==> src/rtl/video_tpg_multi_if.sv <==
// AXI4-Stream video bus from the test-pattern generator to its sink.
// The master drives pixel data and sideband signals; the slave returns tready.
interface video_tpg_multi_if #(
    parameter int DATAW = 32
);
    logic [DATAW-1:0]   tdata;
    logic               tvalid;
    logic               tready;
    logic               tuser;
    logic               tlast;
    logic [DATAW/8-1:0] tkeep;
    logic [DATAW/8-1:0] tstrb;

    modport master (
        output tdata, tvalid, tuser, tlast, tkeep, tstrb,
        input  tready
    );

    modport slave (
        input  tdata, tvalid, tuser, tlast, tkeep, tstrb,
        output tready
    );
endinterface

==> src/rtl/video_tpg_multi.sv <==
// Parametrised AXI4-Stream video test-pattern generator: six patterns, stall-safe
// registered outputs, mode latched at frame start and graceful stop at end of frame.
module video_tpg_multi #(
    parameter int DATAW    = 32,
    parameter int H_ACTIVE = 1280,
    parameter int V_ACTIVE = 720,
    parameter int CNTW     = 12,
    parameter int CHK_LOG2 = 5
) (
    input  logic                clk,
    input  logic                rst,
    input  logic                en,
    input  logic [2:0]          mode,
    input  logic [23:0]         solid_color,
    video_tpg_multi_if.master   m_axis,
    output logic                frame_done,
    output logic [15:0]         frame_cnt
);

    localparam logic [CNTW-1:0] X_LAST   = CNTW'(H_ACTIVE - 1);
    localparam logic [CNTW-1:0] Y_LAST   = CNTW'(V_ACTIVE - 1);
    localparam logic [CNTW-1:0] X_HALF   = CNTW'(H_ACTIVE / 2);
    localparam logic [CNTW-1:0] Y_HALF   = CNTW'(V_ACTIVE / 2);
    localparam logic [CNTW-1:0] BAR_LAST = CNTW'(H_ACTIVE / 8 - 1);
    localparam logic [CNTW:0]   H_WIDE   = (CNTW+1)'(H_ACTIVE);
    localparam logic [CNTW:0]   BAR_STEP = (CNTW+1)'(8);
    localparam logic [CNTW:0]   BAR_SPAN = (CNTW+1)'(32);

    localparam logic [23:0] WHITE   = 24'hFFFFFF;
    localparam logic [23:0] BLACK   = 24'h000000;
    localparam logic [23:0] GREEN   = 24'h0000FF;
    localparam logic [23:0] RED     = 24'h00FF00;
    localparam logic [23:0] BLUE    = 24'hFF0000;
    localparam logic [23:0] CYAN    = 24'hFF00FF;
    localparam logic [23:0] YELLOW  = 24'h00FFFF;
    localparam logic [23:0] MAGENTA = 24'hFFFF00;

    typedef enum logic [1:0] {
        IDLE     = 2'd0,
        RUN      = 2'd1,
        STOPPING = 2'd2
    } state_t;

    state_t          state_reg;
    logic [CNTW-1:0] x_reg;
    logic [CNTW-1:0] y_reg;
    logic [2:0]      bar_idx_reg;
    logic [CNTW-1:0] bar_sub_reg;
    logic [CNTW-1:0] bar_pos_reg;
    logic [2:0]      mode_reg;
    logic [23:0]     color_reg;
    logic [23:0]     tdata_reg;
    logic            tvalid_reg;
    logic            tuser_reg;
    logic            tlast_reg;
    logic            frame_done_reg;
    logic [15:0]     frame_cnt_reg;

    logic [CNTW-1:0] x_next;
    logic [CNTW-1:0] y_next;
    logic [2:0]      bar_idx_next;
    logic [CNTW-1:0] bar_sub_next;
    logic [CNTW-1:0] bar_pos_next;
    logic [CNTW:0]   bar_pos_sum;
    logic [CNTW-1:0] first_bar_pos;
    logic            last_col;
    logic            frame_last;
    logic            xfer;
    logic [23:0]     pix_next;
    logic [23:0]     pix_first;

    function automatic logic [23:0] bar_color(input logic [2:0] bi);
        case (bi)
            3'd0:    bar_color = WHITE;
            3'd1:    bar_color = YELLOW;
            3'd2:    bar_color = CYAN;
            3'd3:    bar_color = GREEN;
            3'd4:    bar_color = MAGENTA;
            3'd5:    bar_color = RED;
            3'd6:    bar_color = BLUE;
            default: bar_color = BLACK;
        endcase
    endfunction

    function automatic logic [23:0] pattern(
        input logic [2:0]      m,
        input logic [23:0]     c,
        input logic [CNTW-1:0] px,
        input logic [CNTW-1:0] py,
        input logic [2:0]      bi,
        input logic [CNTW-1:0] bp
    );
        logic [CNTW:0] px_w;
        logic [CNTW:0] bp_w;
        px_w = {1'b0, px};
        bp_w = {1'b0, bp};
        case (m)
            3'd0: pattern = c;
            3'd1: begin
                if (py < Y_HALF)      pattern = GREEN;
                else if (px < X_HALF) pattern = RED;
                else                  pattern = BLUE;
            end
            3'd2:    pattern = bar_color(bi);
            3'd3:    pattern = (px[CHK_LOG2] ^ py[CHK_LOG2]) ? WHITE : BLACK;
            3'd4:    pattern = {3{8'(px)}};
            // The bar clips naturally: px never exceeds H_ACTIVE-1.
            3'd5:    pattern = (px_w >= bp_w && px_w < bp_w + BAR_SPAN) ? WHITE : BLACK;
            default: pattern = BLACK;
        endcase
    endfunction

    always_comb begin
        last_col   = (x_reg == X_LAST);
        frame_last = last_col && (y_reg == Y_LAST);
        xfer       = tvalid_reg & m_axis.tready;

        x_next = last_col ? '0 : x_reg + CNTW'(1);
        if (last_col) y_next = (y_reg == Y_LAST) ? '0 : y_reg + CNTW'(1);
        else          y_next = y_reg;

        // Bar index tracks x through a sub-counter so no divider is needed.
        if (last_col) begin
            bar_idx_next = 3'd0;
            bar_sub_next = '0;
        end else if (bar_sub_reg == BAR_LAST) begin
            bar_idx_next = bar_idx_reg + 3'd1;
            bar_sub_next = '0;
        end else begin
            bar_idx_next = bar_idx_reg;
            bar_sub_next = bar_sub_reg + CNTW'(1);
        end

        bar_pos_sum  = {1'b0, bar_pos_reg} + BAR_STEP;
        bar_pos_next = (bar_pos_sum >= H_WIDE) ? '0 : bar_pos_sum[CNTW-1:0];

        // A frame started back-to-back already sees the advanced bar position.
        first_bar_pos = (state_reg == IDLE) ? bar_pos_reg : bar_pos_next;

        pix_next  = pattern(mode_reg, color_reg, x_next, y_next, bar_idx_next, bar_pos_reg);
        pix_first = pattern(mode, solid_color, '0, '0, 3'd0, first_bar_pos);
    end

    always_ff @(posedge clk) begin
        if (rst) begin
            state_reg      <= IDLE;
            x_reg          <= '0;
            y_reg          <= '0;
            bar_idx_reg    <= 3'd0;
            bar_sub_reg    <= '0;
            bar_pos_reg    <= '0;
            mode_reg       <= 3'd0;
            color_reg      <= 24'd0;
            tdata_reg      <= 24'd0;
            tvalid_reg     <= 1'b0;
            tuser_reg      <= 1'b0;
            tlast_reg      <= 1'b0;
            frame_done_reg <= 1'b0;
            frame_cnt_reg  <= 16'd0;
        end else begin
            frame_done_reg <= 1'b0;
            case (state_reg)
                IDLE: begin
                    if (en) begin
                        mode_reg    <= mode;
                        color_reg   <= solid_color;
                        tdata_reg   <= pix_first;
                        tvalid_reg  <= 1'b1;
                        tuser_reg   <= 1'b1;
                        tlast_reg   <= 1'b0;
                        x_reg       <= '0;
                        y_reg       <= '0;
                        bar_idx_reg <= 3'd0;
                        bar_sub_reg <= '0;
                        state_reg   <= RUN;
                    end
                end
                RUN, STOPPING: begin
                    if (xfer && frame_last) begin
                        frame_done_reg <= 1'b1;
                        frame_cnt_reg  <= frame_cnt_reg + 16'd1;
                        bar_pos_reg    <= bar_pos_next;
                        x_reg          <= '0;
                        y_reg          <= '0;
                        bar_idx_reg    <= 3'd0;
                        bar_sub_reg    <= '0;
                        tlast_reg      <= 1'b0;
                        if (state_reg == RUN && en) begin
                            mode_reg  <= mode;
                            color_reg <= solid_color;
                            tdata_reg <= pix_first;
                            tuser_reg <= 1'b1;
                        end else begin
                            tvalid_reg <= 1'b0;
                            tuser_reg  <= 1'b0;
                            state_reg  <= IDLE;
                        end
                    end else begin
                        if (xfer) begin
                            x_reg       <= x_next;
                            y_reg       <= y_next;
                            bar_idx_reg <= bar_idx_next;
                            bar_sub_reg <= bar_sub_next;
                            tdata_reg   <= pix_next;
                            tuser_reg   <= 1'b0;
                            tlast_reg   <= (x_next == X_LAST);
                        end
                        if (state_reg == RUN && !en) state_reg <= STOPPING;
                    end
                end
                default: state_reg <= IDLE;
            endcase
        end
    end

    assign m_axis.tdata[23:0] = tdata_reg;
    assign m_axis.tvalid      = tvalid_reg;
    assign m_axis.tuser       = tuser_reg;
    assign m_axis.tlast       = tlast_reg;
    assign frame_done         = frame_done_reg;
    assign frame_cnt          = frame_cnt_reg;

    generate
        if (DATAW > 24) begin : g_pad
            assign m_axis.tdata[DATAW-1:24] = '0;
        end
        for (genvar gi = 0; gi < DATAW/8; gi++) begin : g_byte
            assign m_axis.tkeep[gi] = 1'b1;
            assign m_axis.tstrb[gi] = 1'b1;
        end
    endgenerate

endmodule
==> src/flat_wrapper.sv <==
// flat-port wrapper written by rule: the top's interface ports become plain ports
module video_tpg_multi_flat 
#(
    parameter int DATAW    = 32,
    parameter int H_ACTIVE = 1280,
    parameter int V_ACTIVE = 720,
    parameter int CNTW     = 12,
    parameter int CHK_LOG2 = 5
)
  (clk, rst, en, mode, solid_color, frame_done, frame_cnt, m_axis_tdata, m_axis_tvalid, m_axis_tuser, m_axis_tlast, m_axis_tkeep, m_axis_tstrb, m_axis_tready);
  video_tpg_multi_if #(.DATAW(DATAW)) m_axis_i ();
  input  logic clk;
  input  logic rst;
  input  logic en;
  input  logic [2:0] mode;
  input  logic [23:0] solid_color;
  output logic frame_done;
  output logic [15:0] frame_cnt;
  output wire logic [$bits(m_axis_i.tdata)-1:0] m_axis_tdata;
  output wire logic [$bits(m_axis_i.tvalid)-1:0] m_axis_tvalid;
  output wire logic [$bits(m_axis_i.tuser)-1:0] m_axis_tuser;
  output wire logic [$bits(m_axis_i.tlast)-1:0] m_axis_tlast;
  output wire logic [$bits(m_axis_i.tkeep)-1:0] m_axis_tkeep;
  output wire logic [$bits(m_axis_i.tstrb)-1:0] m_axis_tstrb;
  input wire logic [$bits(m_axis_i.tready)-1:0] m_axis_tready;
  assign m_axis_tdata = m_axis_i.tdata;
  assign m_axis_tvalid = m_axis_i.tvalid;
  assign m_axis_tuser = m_axis_i.tuser;
  assign m_axis_tlast = m_axis_i.tlast;
  assign m_axis_tkeep = m_axis_i.tkeep;
  assign m_axis_tstrb = m_axis_i.tstrb;
  assign m_axis_i.tready = m_axis_tready;
  video_tpg_multi #(.DATAW(DATAW), .H_ACTIVE(H_ACTIVE), .V_ACTIVE(V_ACTIVE), .CNTW(CNTW), .CHK_LOG2(CHK_LOG2)) u_core (.clk(clk), .rst(rst), .en(en), .mode(mode), .solid_color(solid_color), .m_axis(m_axis_i), .frame_done(frame_done), .frame_cnt(frame_cnt));
endmodule
==> config.mk <==
export PLATFORM = sky130hd
export DESIGN_NAME = video_tpg_multi_flat
export DESIGN_NICKNAME = d
export VERILOG_FILES = /design/src/rtl/video_tpg_multi_if.sv /design/src/rtl/video_tpg_multi.sv /design/src/flat_wrapper.sv
export SDC_FILE = /design/constraint.sdc
export NUM_CORES = 1
export LEC_CHECK = 0
export ABC_AREA = 1
export BUFFER_PORTS_ARGS = -buffer_cell sky130_fd_sc_hd__buf_2
export CAP_MARGIN = 20
export CORE_MARGIN = 4
export CORE_UTILIZATION = 40
export DETAILED_ROUTE_END_ITERATION = 12
export PLACE_DENSITY = 0.57
export SYNTH_ARGS = -nofsm -noshare
export SYNTH_HDL_FRONTEND = slang
export SYNTH_SLANG_ARGS = --single-unit
==> constraint.sdc <==
create_clock -name clk -period 7 [get_ports clk]
set_input_delay 0.7 -clock clk [delete_from_list [all_inputs] [get_ports clk]]
set_output_delay 0.7 -clock clk [all_outputs]
set_load 0.02 [all_outputs]
==> reports/results.txt <==
RePlAce Congestion = 0.845
Setup Skew = 9.63 ps
Final Critical Period = 3420 ps
post-synth cell types = 49
register bit count reported by yosys = 124
core area = 0.0190 mm²
Final Power = 0.00353 W
full die area = 0.0219 mm²
post-cts resize count = 0
Seq pwr share = 28.1%
initial antenna violation count = 0
Critical Path Source = u_core.state_reg[0]
# IOs = 91
area grow syn2layout = 13.7%
Synth area leaders = dfxtp_1 32%, nand2_1 13%, a21oi_1 8.6%, nand3_1 6.4%, nor2_1 6.4%
reg2reg path depth = 13
CTS Sinks = 124
DRT antenna net count = 0
largest net degree at the start of global routing = 52
H-tree Lvls = 4
NetSw = 0.00162 W
Static Leakage = 4.09 nW
Mean Syn Cell Area = 6.55 µm²
# placed instances = 1,489
Detail Placement HPWL = 16,500 µm
PD cells = 397 mW/mm²
Slew Viols, Final = 0
initial DRC count = 711
layout cell share with drive strength beyond 1 = 13.2%
total CTS buffers = 17
sw frac = 46.0%
Tightest Pin Transition = 1050 ps
Post-Synth Simple-Gate Area = 34.5%
Crit Path Max Fanout = 37
CP endpoint kind = flip-flop
worst skew pair latency = 420 ps
Cell Rows = 50
Most used DFF post-synth = dfxtp_1
Post-Synth XOR/XNOR Area = 2.24%
EDFF count, synth = 0
Global Route Usage Sum = 21.3%
# diodes = 0
Clock power frac = 24.4%
global-route wire length before repair = 38,200 µm
most common cell after layout, fill and taps aside = nand2_1
Die Ht = 148 µm
Hold Crit Endpoint = u_core.frame_cnt[15]
Hold WC Path Type = flip-flop to flip-flop
Max Fclk = 292 MHz
worst hold start = u_core.frame_cnt[15]
crit start category = flip-flop
Die X-Extent = 148 µm
Netlist Area Pre-Place = 0.00783 mm²
Routed wire per std cell = 15.1 µm
Async S/R FF share, synth = 0%
reg-to-reg startpoint = u_core.state_reg[0]
CTS tree = yes
CTS max path bufs = 2
Hold Slack = 469 ps
DR pass1 iterations = 6
commonest non-fill, non-tap cells in the layout = 272 x nand2_1, 135 x a21oi_1, 133 x nor2_1
Port Buffer Count = 74
drt drc = 0
nets = 1,310
Finished Layout Cells = 1,521
RSZ-0062 raised after global routing = false
Comb pwr share = 47.5%
Synth Area in Adders = 4.95%
arrival time worst endpoint = 3750 ps
vias in the first global route = 7,463
Ys Warns = 0
Post-CTS Setup Repair Bufs = 0
starting density of the core = 41.3%
clock slew at reported path FFs = 60 ps
maxcap violations = 0
Post-Syn Instances = 1,196
Routed WL = 23,000 µm
post-synthesis sequential area ratio = 31.7%
post-synth top area share = 31.7%
Root Buffer = clkbuf_16
hold path depth = 2
sum of negative setup slack = 0 ps
vias per inst = 5.19
grt ovf = 0
area leader, netlist = dfxtp_1
hold_buf cts = 0
internal power = 0.00191 W
fillers = 1,997
Final period util = 48.9%
critical path start-end classification = flip-flop to flip-flop
post-synthesis compound-gate area fraction = 16.6%
largest family of logic cells by synthesized area = simple AND/OR/NAND/NOR gates
# setup viols final = 0
status = completed
reg-to-reg critical path endpoint = u_core.bar_sub_reg[10]
Req. time, crit path = 7330 ps
R2R Setup Slk = 3580 ps
DR vias = 7,894
Hold Fails Final Rpt = 0
mux contribution to synthesized area = 0%
relative slew slack = 29.9%
Max VDD drop = 0.186 mV
[per-stage QoR]
stage	cell area, µm²	utilization (%)	worst slack (ps)
final	8900	47.0	3580
after global routing	8900	47.0	3290
after CTS	8900	47.0	3580
after detailed placement	8330	43.9	3600
after global placement	8290	43.7	3730
after floorplan	7880	-	4390
[synthesized netlist by cell type (12+ instances only)]
library cell  number
nand2_1          272
a21oi_1          135
nor2_1           133
dfxtp_1          124
inv_1            104
nand3_1          100
o21ai_0           78
ha_1              31
nor3_1            29
clkbuf_1          26
nand4_1           18
xor2_1            18
buf_4             17
inv_2             12
[power by group through the flow]
stage	registers, W	logic, W	clock network [W]
final	0.000994	0.00168	0.000862
after global routing	0.00101	0.00190	0.000908
after CTS	0.000995	0.00168	0.000875
after detailed placement	0.00101	0.00168	0
after global placement	0.00101	0.00166	0
after floorplan	0.00107	0.00115	0
[worst max-delay path: stages, from the launching register on]
cell	delay, ps
dfxtp_1	360
inv_1	90
ha_1	360
inv_2	230
nor2_1	120
nor2_4	390
inv_2	390
nor2_4	480
inv_2	120
nor2_4	170
inv_2	60
nor2_2	180
o21ai_0	120
a221oi_1	230
[cell families after synthesis]
kind of cell	count (synthesis)
AO/OA/AOI/OAI	244
XOR/XNOR	20
adder cells (fa/ha/maj)	31
buffers and inverters	180
flip-flops	124
other	2
AND/OR/NAND/NOR	595
[per-layer routing]
layer  up-vias  track usage [%]  share of wire, %
li1       4023                -                 -
met1      3610             30.0                49
met2       235             33.1                44
met3        26             3.95               5.2
met4         0             6.56               1.5
met5         -                0                 0
[cell type report]
cell class / count / area, µm² / share of cell area [%]
timing repair buffer: 82 / 450 / 5.06
sequential: 124 / 2480 / 27.9
clock inverter: 9 / 86.3 / 0.970
tap: 260 / 325 / 3.66
clock buffer: 23 / 488 / 5.48
inverter: 117 / 439 / 4.93
multi-input combinational: 906 / 4630 / 52.0
[how the worst max path moves through the flow]
stage / end / cells past startpoint
finish: u_core.bar_sub_reg[10] / 13
global route: u_core.bar_sub_reg[11] / 15
CTS: u_core.bar_sub_reg[10] / 13
detailed placement: u_core.bar_sub_reg[10] / 13
global placement: u_core.bar_sub_reg[10] / 13
floorplan: u_core.tdata_reg[0] / 18
Power figures use the tool's default switching activity.
